**src/rtl/layered_color_mapper.sv**
```systemverilog
// Two-stage pixel compositor: frog box over object rows over a background that a
// per-frame collision flash can tint. Object positions are latched once per frame.
module layered_color_mapper #(
    parameter int NUM_ROWS     = 4,
    parameter int OBJS_PER_ROW = 4,
    parameter int COORD_W      = 11,
    parameter int OBJ_W        = 80,
    parameter int OBJ_H        = 40,
    parameter int FLASH_FRAMES = 30
) (
    input  logic                                     Clk,
    input  logic                                     Reset,
    input  logic                                     frame_start,
    input  logic                                     pix_valid,
    input  logic [COORD_W-1:0]                       DrawX,
    input  logic [COORD_W-1:0]                       DrawY,
    input  logic [NUM_ROWS*OBJS_PER_ROW*COORD_W-1:0] obj_x,
    input  logic [NUM_ROWS*OBJS_PER_ROW*COORD_W-1:0] obj_y,
    input  logic [NUM_ROWS*3-1:0]                    row_count,
    input  logic [NUM_ROWS*24-1:0]                   row_rgb,
    input  logic [COORD_W-1:0]                       FrogX,
    input  logic [COORD_W-1:0]                       FrogY,
    input  logic [COORD_W-1:0]                       Frog_Width,
    input  logic [COORD_W-1:0]                       Frog_Height,
    input  logic [23:0]                              frog_rgb,
    input  logic [23:0]                              bg_rgb,
    input  logic [23:0]                              flash_rgb,
    input  logic [NUM_ROWS-1:0]                      collision,
    output logic [7:0]                               Red,
    output logic [7:0]                               Green,
    output logic [7:0]                               Blue,
    output logic                                     out_valid,
    output logic [$clog2(NUM_ROWS):0]                hit_row,
    output logic                                     flash_active
);

    localparam int NUM_SLOTS = NUM_ROWS * OBJS_PER_ROW;
    localparam int CW1       = COORD_W + 1;
    localparam int HR_W      = $clog2(NUM_ROWS) + 1;
    localparam logic [HR_W-1:0]         ROW_NONE   = {HR_W{1'b1}};
    localparam logic signed [COORD_W:0] OBJ_W_M1   = CW1'(OBJ_W - 1);
    localparam logic [COORD_W:0]        OBJ_H_M1   = CW1'(OBJ_H - 1);
    localparam logic [7:0]              FLASH_LOAD = 8'(FLASH_FRAMES);

    typedef enum logic [1:0] {
        IDLE     = 2'd0,
        FLASH    = 2'd1,
        COOLDOWN = 2'd2
    } flash_state_t;

    logic [NUM_SLOTS*COORD_W-1:0] shadow_x_r;
    logic [NUM_SLOTS*COORD_W-1:0] shadow_y_r;
    logic [NUM_ROWS*3-1:0]        shadow_cnt_r;

    logic [NUM_ROWS-1:0] row_hit_s;
    logic                frog_hit_s;
    logic                v1_r;
    logic                frog_hit1_r;
    logic [NUM_ROWS-1:0] row_hit1_r;

    logic [23:0]     pix_rgb_s;
    logic [HR_W-1:0] pix_row_s;

    flash_state_t state_r, state_s;
    logic [7:0]   cnt_r, cnt_s;
    logic [1:0]   fcnt_r, fcnt_s;
    logic         phase_r, phase_s;
    logic         flash_active_r;

    // x is two's complement so objects can slide in past the left edge; y is unsigned.
    function automatic logic obj_hit(input logic [COORD_W-1:0] ox, input logic [COORD_W-1:0] oy,
                                     input logic [COORD_W-1:0] dx, input logic [COORD_W-1:0] dy);
        logic signed [COORD_W:0] xs, xe, dxs;
        logic [COORD_W:0]        ys, ye, dyu;
        xs  = {ox[COORD_W-1], ox};
        xe  = xs + OBJ_W_M1;
        dxs = {1'b0, dx};
        ys  = {1'b0, oy};
        ye  = ys + OBJ_H_M1;
        dyu = {1'b0, dy};
        return (xs <= dxs) && (dxs <= xe) && (ys <= dyu) && (dyu <= ye);
    endfunction

    function automatic logic frog_hit(input logic [COORD_W-1:0] dx, input logic [COORD_W-1:0] dy);
        logic [COORD_W:0] x0, y0, px, py;
        x0 = {1'b0, FrogX};
        y0 = {1'b0, FrogY};
        px = {1'b0, dx};
        py = {1'b0, dy};
        return (x0 <= px) && (px < x0 + {1'b0, Frog_Width}) &&
               (y0 <= py) && (py < y0 + {1'b0, Frog_Height});
    endfunction

    // k never reaches OBJS_PER_ROW, so k < count already equals k < min(count, OBJS_PER_ROW).
    function automatic logic slot_active(input logic [2:0] cnt, input int k);
        return int'(cnt) > k;
    endfunction

    function automatic logic [HR_W-1:0] first_row(input logic [NUM_ROWS-1:0] hits);
        logic [HR_W-1:0] idx;
        idx = ROW_NONE;
        for (int r = NUM_ROWS - 1; r >= 0; r--) begin
            idx = hits[r] ? HR_W'(r) : idx;
        end
        return idx;
    endfunction

    function automatic logic [23:0] row_color(input logic [NUM_ROWS-1:0] hits);
        logic [23:0] c;
        c = 24'h000000;
        for (int r = NUM_ROWS - 1; r >= 0; r--) begin
            c = hits[r] ? row_rgb[r*24 +: 24] : c;
        end
        return c;
    endfunction

    // Frame-latched copy of object positions and row populations
    always_ff @(posedge Clk) begin
        if (Reset) begin
            shadow_x_r   <= '0;
            shadow_y_r   <= '0;
            shadow_cnt_r <= '0;
        end else if (frame_start) begin
            shadow_x_r   <= obj_x;
            shadow_y_r   <= obj_y;
            shadow_cnt_r <= row_count;
        end
    end

    // Per-row hit flags against the shadowed objects
    always_comb begin
        row_hit_s = '0;
        for (int r = 0; r < NUM_ROWS; r++) begin
            for (int k = 0; k < OBJS_PER_ROW; k++) begin
                row_hit_s[r] = row_hit_s[r] |
                    (slot_active(shadow_cnt_r[r*3 +: 3], k) &
                     obj_hit(shadow_x_r[(r*OBJS_PER_ROW+k)*COORD_W +: COORD_W],
                             shadow_y_r[(r*OBJS_PER_ROW+k)*COORD_W +: COORD_W],
                             DrawX, DrawY));
            end
        end
    end

    assign frog_hit_s = frog_hit(DrawX, DrawY);

    // Stage 1: register hit results alongside the valid bit
    always_ff @(posedge Clk) begin
        if (Reset) begin
            v1_r        <= 1'b0;
            frog_hit1_r <= 1'b0;
            row_hit1_r  <= '0;
        end else begin
            v1_r        <= pix_valid;
            frog_hit1_r <= pix_valid & frog_hit_s;
            row_hit1_r  <= pix_valid ? row_hit_s : '0;
        end
    end

    // Layer priority: frog, lowest row, flash tint, background; bubbles go black
    always_comb begin
        pix_rgb_s = 24'h000000;
        pix_row_s = ROW_NONE;
        if (!v1_r) begin
            pix_rgb_s = 24'h000000;
        end else if (frog_hit1_r) begin
            pix_rgb_s = frog_rgb;
        end else if (|row_hit1_r) begin
            pix_rgb_s = row_color(row_hit1_r);
            pix_row_s = first_row(row_hit1_r);
        end else if (flash_active_r && phase_r) begin
            pix_rgb_s = flash_rgb;
        end else begin
            pix_rgb_s = bg_rgb;
        end
    end

    // Stage 2: registered pixel output
    always_ff @(posedge Clk) begin
        if (Reset) begin
            Red       <= 8'd0;
            Green     <= 8'd0;
            Blue      <= 8'd0;
            out_valid <= 1'b0;
            hit_row   <= ROW_NONE;
        end else begin
            {Red, Green, Blue} <= pix_rgb_s;
            out_valid          <= v1_r;
            hit_row            <= pix_row_s;
        end
    end

    // Flash sequencing; collisions are ignored outside IDLE so a held level cannot reload
    always_comb begin
        state_s = state_r;
        cnt_s   = cnt_r;
        fcnt_s  = fcnt_r;
        phase_s = phase_r;
        case (state_r)
            IDLE: begin
                if (|collision) begin
                    state_s = FLASH;
                    cnt_s   = FLASH_LOAD;
                    fcnt_s  = 2'd0;
                    phase_s = 1'b1;
                end else begin
                    state_s = IDLE;
                end
            end
            FLASH: begin
                if (frame_start) begin
                    cnt_s   = cnt_r - 8'd1;
                    fcnt_s  = fcnt_r + 2'd1;
                    phase_s = (fcnt_r == 2'd3) ? ~phase_r : phase_r;
                    state_s = (cnt_r == 8'd1) ? COOLDOWN : FLASH;
                end else begin
                    state_s = FLASH;
                end
            end
            COOLDOWN: begin
                if (frame_start) begin
                    state_s = IDLE;
                end else begin
                    state_s = COOLDOWN;
                end
            end
            default: begin
                state_s = IDLE;
            end
        endcase
    end

    // Flash state register
    always_ff @(posedge Clk) begin
        if (Reset) begin
            state_r        <= IDLE;
            cnt_r          <= 8'd0;
            fcnt_r         <= 2'd0;
            phase_r        <= 1'b0;
            flash_active_r <= 1'b0;
        end else begin
            state_r        <= state_s;
            cnt_r          <= cnt_s;
            fcnt_r         <= fcnt_s;
            phase_r        <= phase_s;
            flash_active_r <= (state_s == FLASH);
        end
    end

    assign flash_active = flash_active_r;

endmodule

```
**config.mk**
```make
export PLATFORM = sky130hd
export DESIGN_NAME = layered_color_mapper
export DESIGN_NICKNAME = d
export VERILOG_FILES = /design/src/rtl/layered_color_mapper.sv
export SDC_FILE = /design/constraint.sdc
export NUM_CORES = 2
export LEC_CHECK = 0
export BUFFER_PORTS_ARGS = -buffer_cell sky130_fd_sc_hd__buf_2
export CAP_MARGIN = 20
export CORE_MARGIN = 2
export CORE_UTILIZATION = 55
export DETAILED_ROUTE_END_ITERATION = 8
export GPL_TIMING_DRIVEN = 0
export PLACE_DENSITY = 0.78
export RECOVER_POWER = 50
export SETUP_SLACK_MARGIN = 0.4
export SLEW_MARGIN = 20
export SYNTH_ARGS = -nofsm -noshare
export SYNTH_HDL_FRONTEND = slang
export SYNTH_SLANG_ARGS = --single-unit
```
**constraint.sdc**
```tcl
create_clock -name Clk -period 4.75 [get_ports Clk]
set_input_delay 0.95 -clock Clk [delete_from_list [all_inputs] [get_ports Clk]]
set_output_delay 0.95 -clock Clk [all_outputs]
set_load 0.02 [all_outputs]
```
Yosys cells after proc, flatten, opt, wreduce, memory -nomap -nowiden
Cells that the tools add are included.
- output and inout bits: 29
- register bits after elaboration: 412
- equal/unequal tests: 8
- $lt $le $gt $ge: 84
- muxes and demuxes: 26
- bitwise logic cells: 33
- reductions and logical operators: 61
- $add $sub $neg: 36
- operators with widths (operator ; count):
    <= comparator 11 x 12 -> 1 bit ; 32
    <= comparator 11 bit ; 18
    adder 11 x 6 -> 12 bit (second input constant) ; 16
    adder 11 x 8 -> 12 bit (second input constant) ; 16
    <= comparator 12 bit ; 16
    two-way mux 24 bit ; 7
    logical AND 1 bit ; 52
    adder 11 x 11 -> 12 bit ; 2
    > comparator 3 x 1 -> 1 bit (second input constant) ; 8
    > comparator 3 x 2 -> 1 bit (second input constant) ; 8
    < comparator 11 x 12 -> 1 bit ; 2
    AND 1 bit ; 17
    two-way mux 8 bit ; 2
    one-hot mux 8 bit (2 select lines) ; 1
    two-way mux 3 bit ; 4
    OR 1 bit ; 12
    OR reduction 4 bit ; 3
    two-way mux 2 bit ; 5
    == test 8 x 1 -> 1 bit (second input constant) ; 1
    subtractor 8 x 1 -> 8 bit (second input constant) ; 1
    != test 2 bit (second input constant) ; 3
    one-hot mux 2 bit (3 select lines) ; 1
    == test 2 x 1 -> 1 bit (second input constant) ; 2
    == test 2 bit (second input constant) ; 2
    other kinds (10) ; 17

Logic depth before layout (Yosys ltp)
- word-level depth: 9
- gate-level depth with buffers: 17
- mapped depth without buffers: 17

Worst setup path before layout
Ideal clock, no wire load.
- kind: input -> register
- from: in FrogY[0]
- to: reg frog_hit1_r
- library setup time: 0.092 ns
- slack: 0.811 ns
- path buffers: 0
- data required time: 4.658 ns
- stages on the path: 14
- data arrival time: 3.847 ns
- cells stage by stage: ha_1 fa_1 a21o_1 a21oi_1 o21bai_1 a21oi_1 o21ai_0 xnor2_1 ha_1 or4_1 a211oi_1 a21o_1 a221oi_1 nor4_1
- cells in the longest elaborated chain, start to end: 4
- elaborated cells between the ends (all ways): 6
- RTL lines (element ; RTL line ; source):
    start: declaration ; 22 ; input logic [COORD_W-1:0] FrogY,
    adder 11 x 11 -> 12 bit or <= comparator 11 bit (tied branches) ; 91 ; (y0 <= py) && (py < y0 + {1'b0, Frog_Height});
    < comparator 11 x 12 -> 1 bit or logical AND 1 bit (tied branches) ; 91, 90 ;
    logical AND 1 bit * ; 91 ;
    AND 1 bit * ; 154 ; frog_hit1_r <= pix_valid & frog_hit_s;
    end signal: assignment ; 154 ;
    end: declaration ; 58 ; logic frog_hit1_r;
Mark *: on every way between the ends. The rest lies on a longest branch, timed or not.
A chain may end at the register's enable or synchronous reset.

Worst setup path in the final report
- from: in DrawY[0]
- to: reg row_hit1_r[1]
- cells in the longest elaborated chain, start to end: 7
- elaborated cells between the ends (all ways): 23
- RTL lines (element ; RTL line ; source):
    start: declaration ; 16 ; input logic [COORD_W-1:0] DrawY,
    <= comparator 11 bit ; 81 ; return (xs <= dxs) && (dxs <= xe) && (ys <= dyu) && (dyu <= ye);
    logical AND 1 bit (2 in series) ; 81 ;
    AND 1 bit ; 136 ; (slot_active(shadow_cnt_r[r*3 +: 3], k) &
    OR 1 bit (2 in series) ; 135 ; row_hit_s[r] = row_hit_s[r] |
    OR 1 bit * ; 135 ;
    end signal: assignment ; 155 ; row_hit1_r <= pix_valid ? row_hit_s : '0;
    end: declaration ; 59 ; logic [NUM_ROWS-1:0] row_hit1_r;
Marked as above.

==> metrics.cfg <==
[synth]
syn_area_per_cell_um2 = 8.53
synth_area_um2 = 38000
synth_edf_count = 0
synthCells = 4459
synthArstFlopShare_pct = 0
synth_ff_type = dfxtp_1
ys_types = 68
ys_top_cells_by_area = ha_1, dfxtp_1, mux2i_1
synth_fp_nets = 5854
yosys_warnings = 0
synth_top_area_share_pct = 25.9
yosys.area.top_type = ha_1
ys_seq_area_share_pct = 21.7
ys_ff_latch = 412

[critical_path]
rr_startpoint = shadow_y_r[77]
critical_path_arrival_ns = 4.75
cp_max_fo = 18
crit_type = in -> reg
cp.required_ns = 5.19
rrSetupSlack_ns = 0.97
rr_endpoint = row_hit1_r[1]
cp-start-kind = input port
cp-end-kind = register
reg2regPathDepth = 13

[route]
finalWirelength_um = 136000
viasPerCell = 6.20
drtPass1Iterations = 6
drtIter0Drc = 3416
route.detailed.drc = 0
ant_nets = 0
wl_per_cell_um = 22.3
vias = 37700

[layout]
nNetsFinal = 6542
drive_gt1_share_pct = 13.9
syn_to_final_growth_pct = 16.0
post-route-util_pct = 64.4
fin_cells = 6082

[clock_tree]
h-tree-depth = 2
root_buffer = clkbuf_16
cts_num_sinks = 412
clk_latency_ns = 0.61
cts_max_path_buffers = 3
cts_tree = done
clkTransAtPathRegs_ns = 0.07
cts.hold.buffers_added = 0
cts_buffers = 48

[worst_hold_path]
hold_end = fcnt_r[1]
min_path_type = reg -> reg
hold_start = fcnt_r[1]
whs_path_depth = 2

[floorplanning]
dieArea_um2 = 71300
die_w_um = 267
die_y_um = 267
initial_core_util_pct = 55.5
ios = 635
rows = 96
core_area_um2 = 68500

[power_and_ir_drop]
leakage_nw = 20.9
ir_drop_uv = 307
p_per_area_nw_per_um2 = 264

[sta]
rsz0062_at_grt = true
setup_viol = 0
finalCritPeriodShare_pct = 90.7
hold_violations = 0
tightest_slew_ns = 1.20
max_freq_ghz = 0.232
max_slew_margin_pct = 20.0
fin_crit_ns = 4.31
fin_skew_ns = 0.0257
drv_slew = 0
holdWs_ns = 0.459

[grt]
antenna_found_initial = 21
grt_pass1_wl_um = 202000
grt_max_degree = 20
grtUsageTotal_pct = 36.8
overflow = 0
grt_pass1_vias = 35400

[place]
place.gp.congestion = 1.09
port-buffer-count = 633
dpl.hpwl_um = 102000
dpl.cell_count = 5976

[job]
cap_violations = 0

[status]
outcome = finished, final reports clean

synth_stat cells (51+ instances only):
cell type / n
ha_1: 787
nor2_1: 572
dfxtp_1: 412
mux2i_1: 365
a21oi_1: 220
nand2_1: 212
inv_1: 183
o21ai_0: 172
xor2_1: 168
nand4_1: 144
xnor2_1: 142
nor3_1: 124
nor2b_1: 116
a211oi_1: 114
clkbuf_1: 80
a21o_1: 64
nand3_1: 64
and3_1: 54
nand2b_1: 51
metal layers:
layer,vias to the layer above,global-route usage [%],routed length [um]
met2,1814,56.2,57700
met5,-,1.18,211
met3,468,9.05,14800
met4,18,16.9,6940
li1,17800,-,-
met1,17600,48.6,56100
timing repair:
| action | 4_1_cts | 5_1_grt |
|---|---|---|
| setup buffers | 2 | 0 |
| cloned | 0 | 0 |
| resized for setup | 2 | 4 |
| pin swaps | 0 | 1 |
| setup endpoints to repair | 2 | 3 |
state kept, by name (all words and copies together) (netlist names), 2 cells and up:
signal        flops
hit_row           3
shadow_y_r      176
shadow_x_r      176
fcnt_r            2
cnt_r             8
state_r           2
Blue              8
shadow_cnt_r     12
Red               8
row_hit1_r        4
Green             8
power by group:
part	leakage, nW	switching (W)	total, W	internal [W]
sequential	3.40	0.000318	0.00398	0.00366
combinational	16.7	0.00205	0.00357	0.00151
clock	0.810	0.00162	0.00410	0.00248
total	20.9	0.00399	0.0116	0.00766
stage by stage:
stage               TNS [ns]  instance area [um2]  total power, W  setup WS [ns]
floorplan                  0                38000         0.00623          0.811
global placement       -2.07                42300         0.00736         -0.922
detailed placement    -0.968                42300         0.00749         -0.476
CTS                        0                44100          0.0116          0.394
global route               0                44100          0.0122          0.362
finish                     0                44100          0.0116          0.440
final cells by class:
class                           instances  area, um2
Multi-Input combinational cell       3743      28700
Fill cell                            5920      24400
Sequential cell                       412       8250
Timing Repair Buffer                  638       3180
Clock buffer                           60       1300
Tap cell                              882       1100
Inverter                              183        698
Buffer                                121        457
Clock inverter                         26        408
Antenna cell                           17       42.5
placed cells by master, fill, tap and decap left out, drive strengths merged, types with 114 or more instances in the layout:
| cell type | instances |
|---|---|
| nor2 | 572 |
| a21oi | 220 |
| xor2 | 168 |
| a211oi | 114 |
| inv | 181 |
| nand2 | 212 |
| ha | 787 |
| nor2b | 116 |
| nand4 | 144 |
| dfxtp | 412 |
| xnor2 | 142 |
| o21ai | 172 |
| nor3 | 124 |
| mux2i | 365 |
| buf | 633 |
| clkbuf | 186 |
critical path, stage by stage:
cell      delay, ns
buf_2          0.53
inv_1          0.73
ha_1           0.45
nand2b_1       0.14
a21oi_1        0.15
o221ai_1       0.14
a221oi_1       0.87
nor4_1         0.20
o41a_1         0.57
cell families after synthesis:
kind of cell | count (synthesis) | share of synthesized area [%]
buffers and inverters | 304 | 3.00
multiplexers | 365 | 9.61
AND/OR/NAND/NOR | 1441 | 18.2
adder cells (fa/ha/maj) | 789 | 26.0
flip-flops | 412 | 21.7
XOR/XNOR | 310 | 7.14
AO/OA/AOI/OAI | 838 | 14.3
worst max path at each step:
stage | start | end | slack, ns | depth (start not counted)
after floorplan | FrogY[0] | frog_hit1_r | 0.81 | 14
after global placement | DrawX[10] | frog_hit1_r | -0.92 | 10
after detailed placement | DrawX[10] | frog_hit1_r | -0.48 | 10
after CTS | FrogY[0] | frog_hit1_r | 0.39 | 15
after global routing | DrawY[0] | row_hit1_r[1] | 0.36 | 9
final | DrawY[0] | row_hit1_r[1] | 0.44 | 9
(Power assumes the default switching activity.)
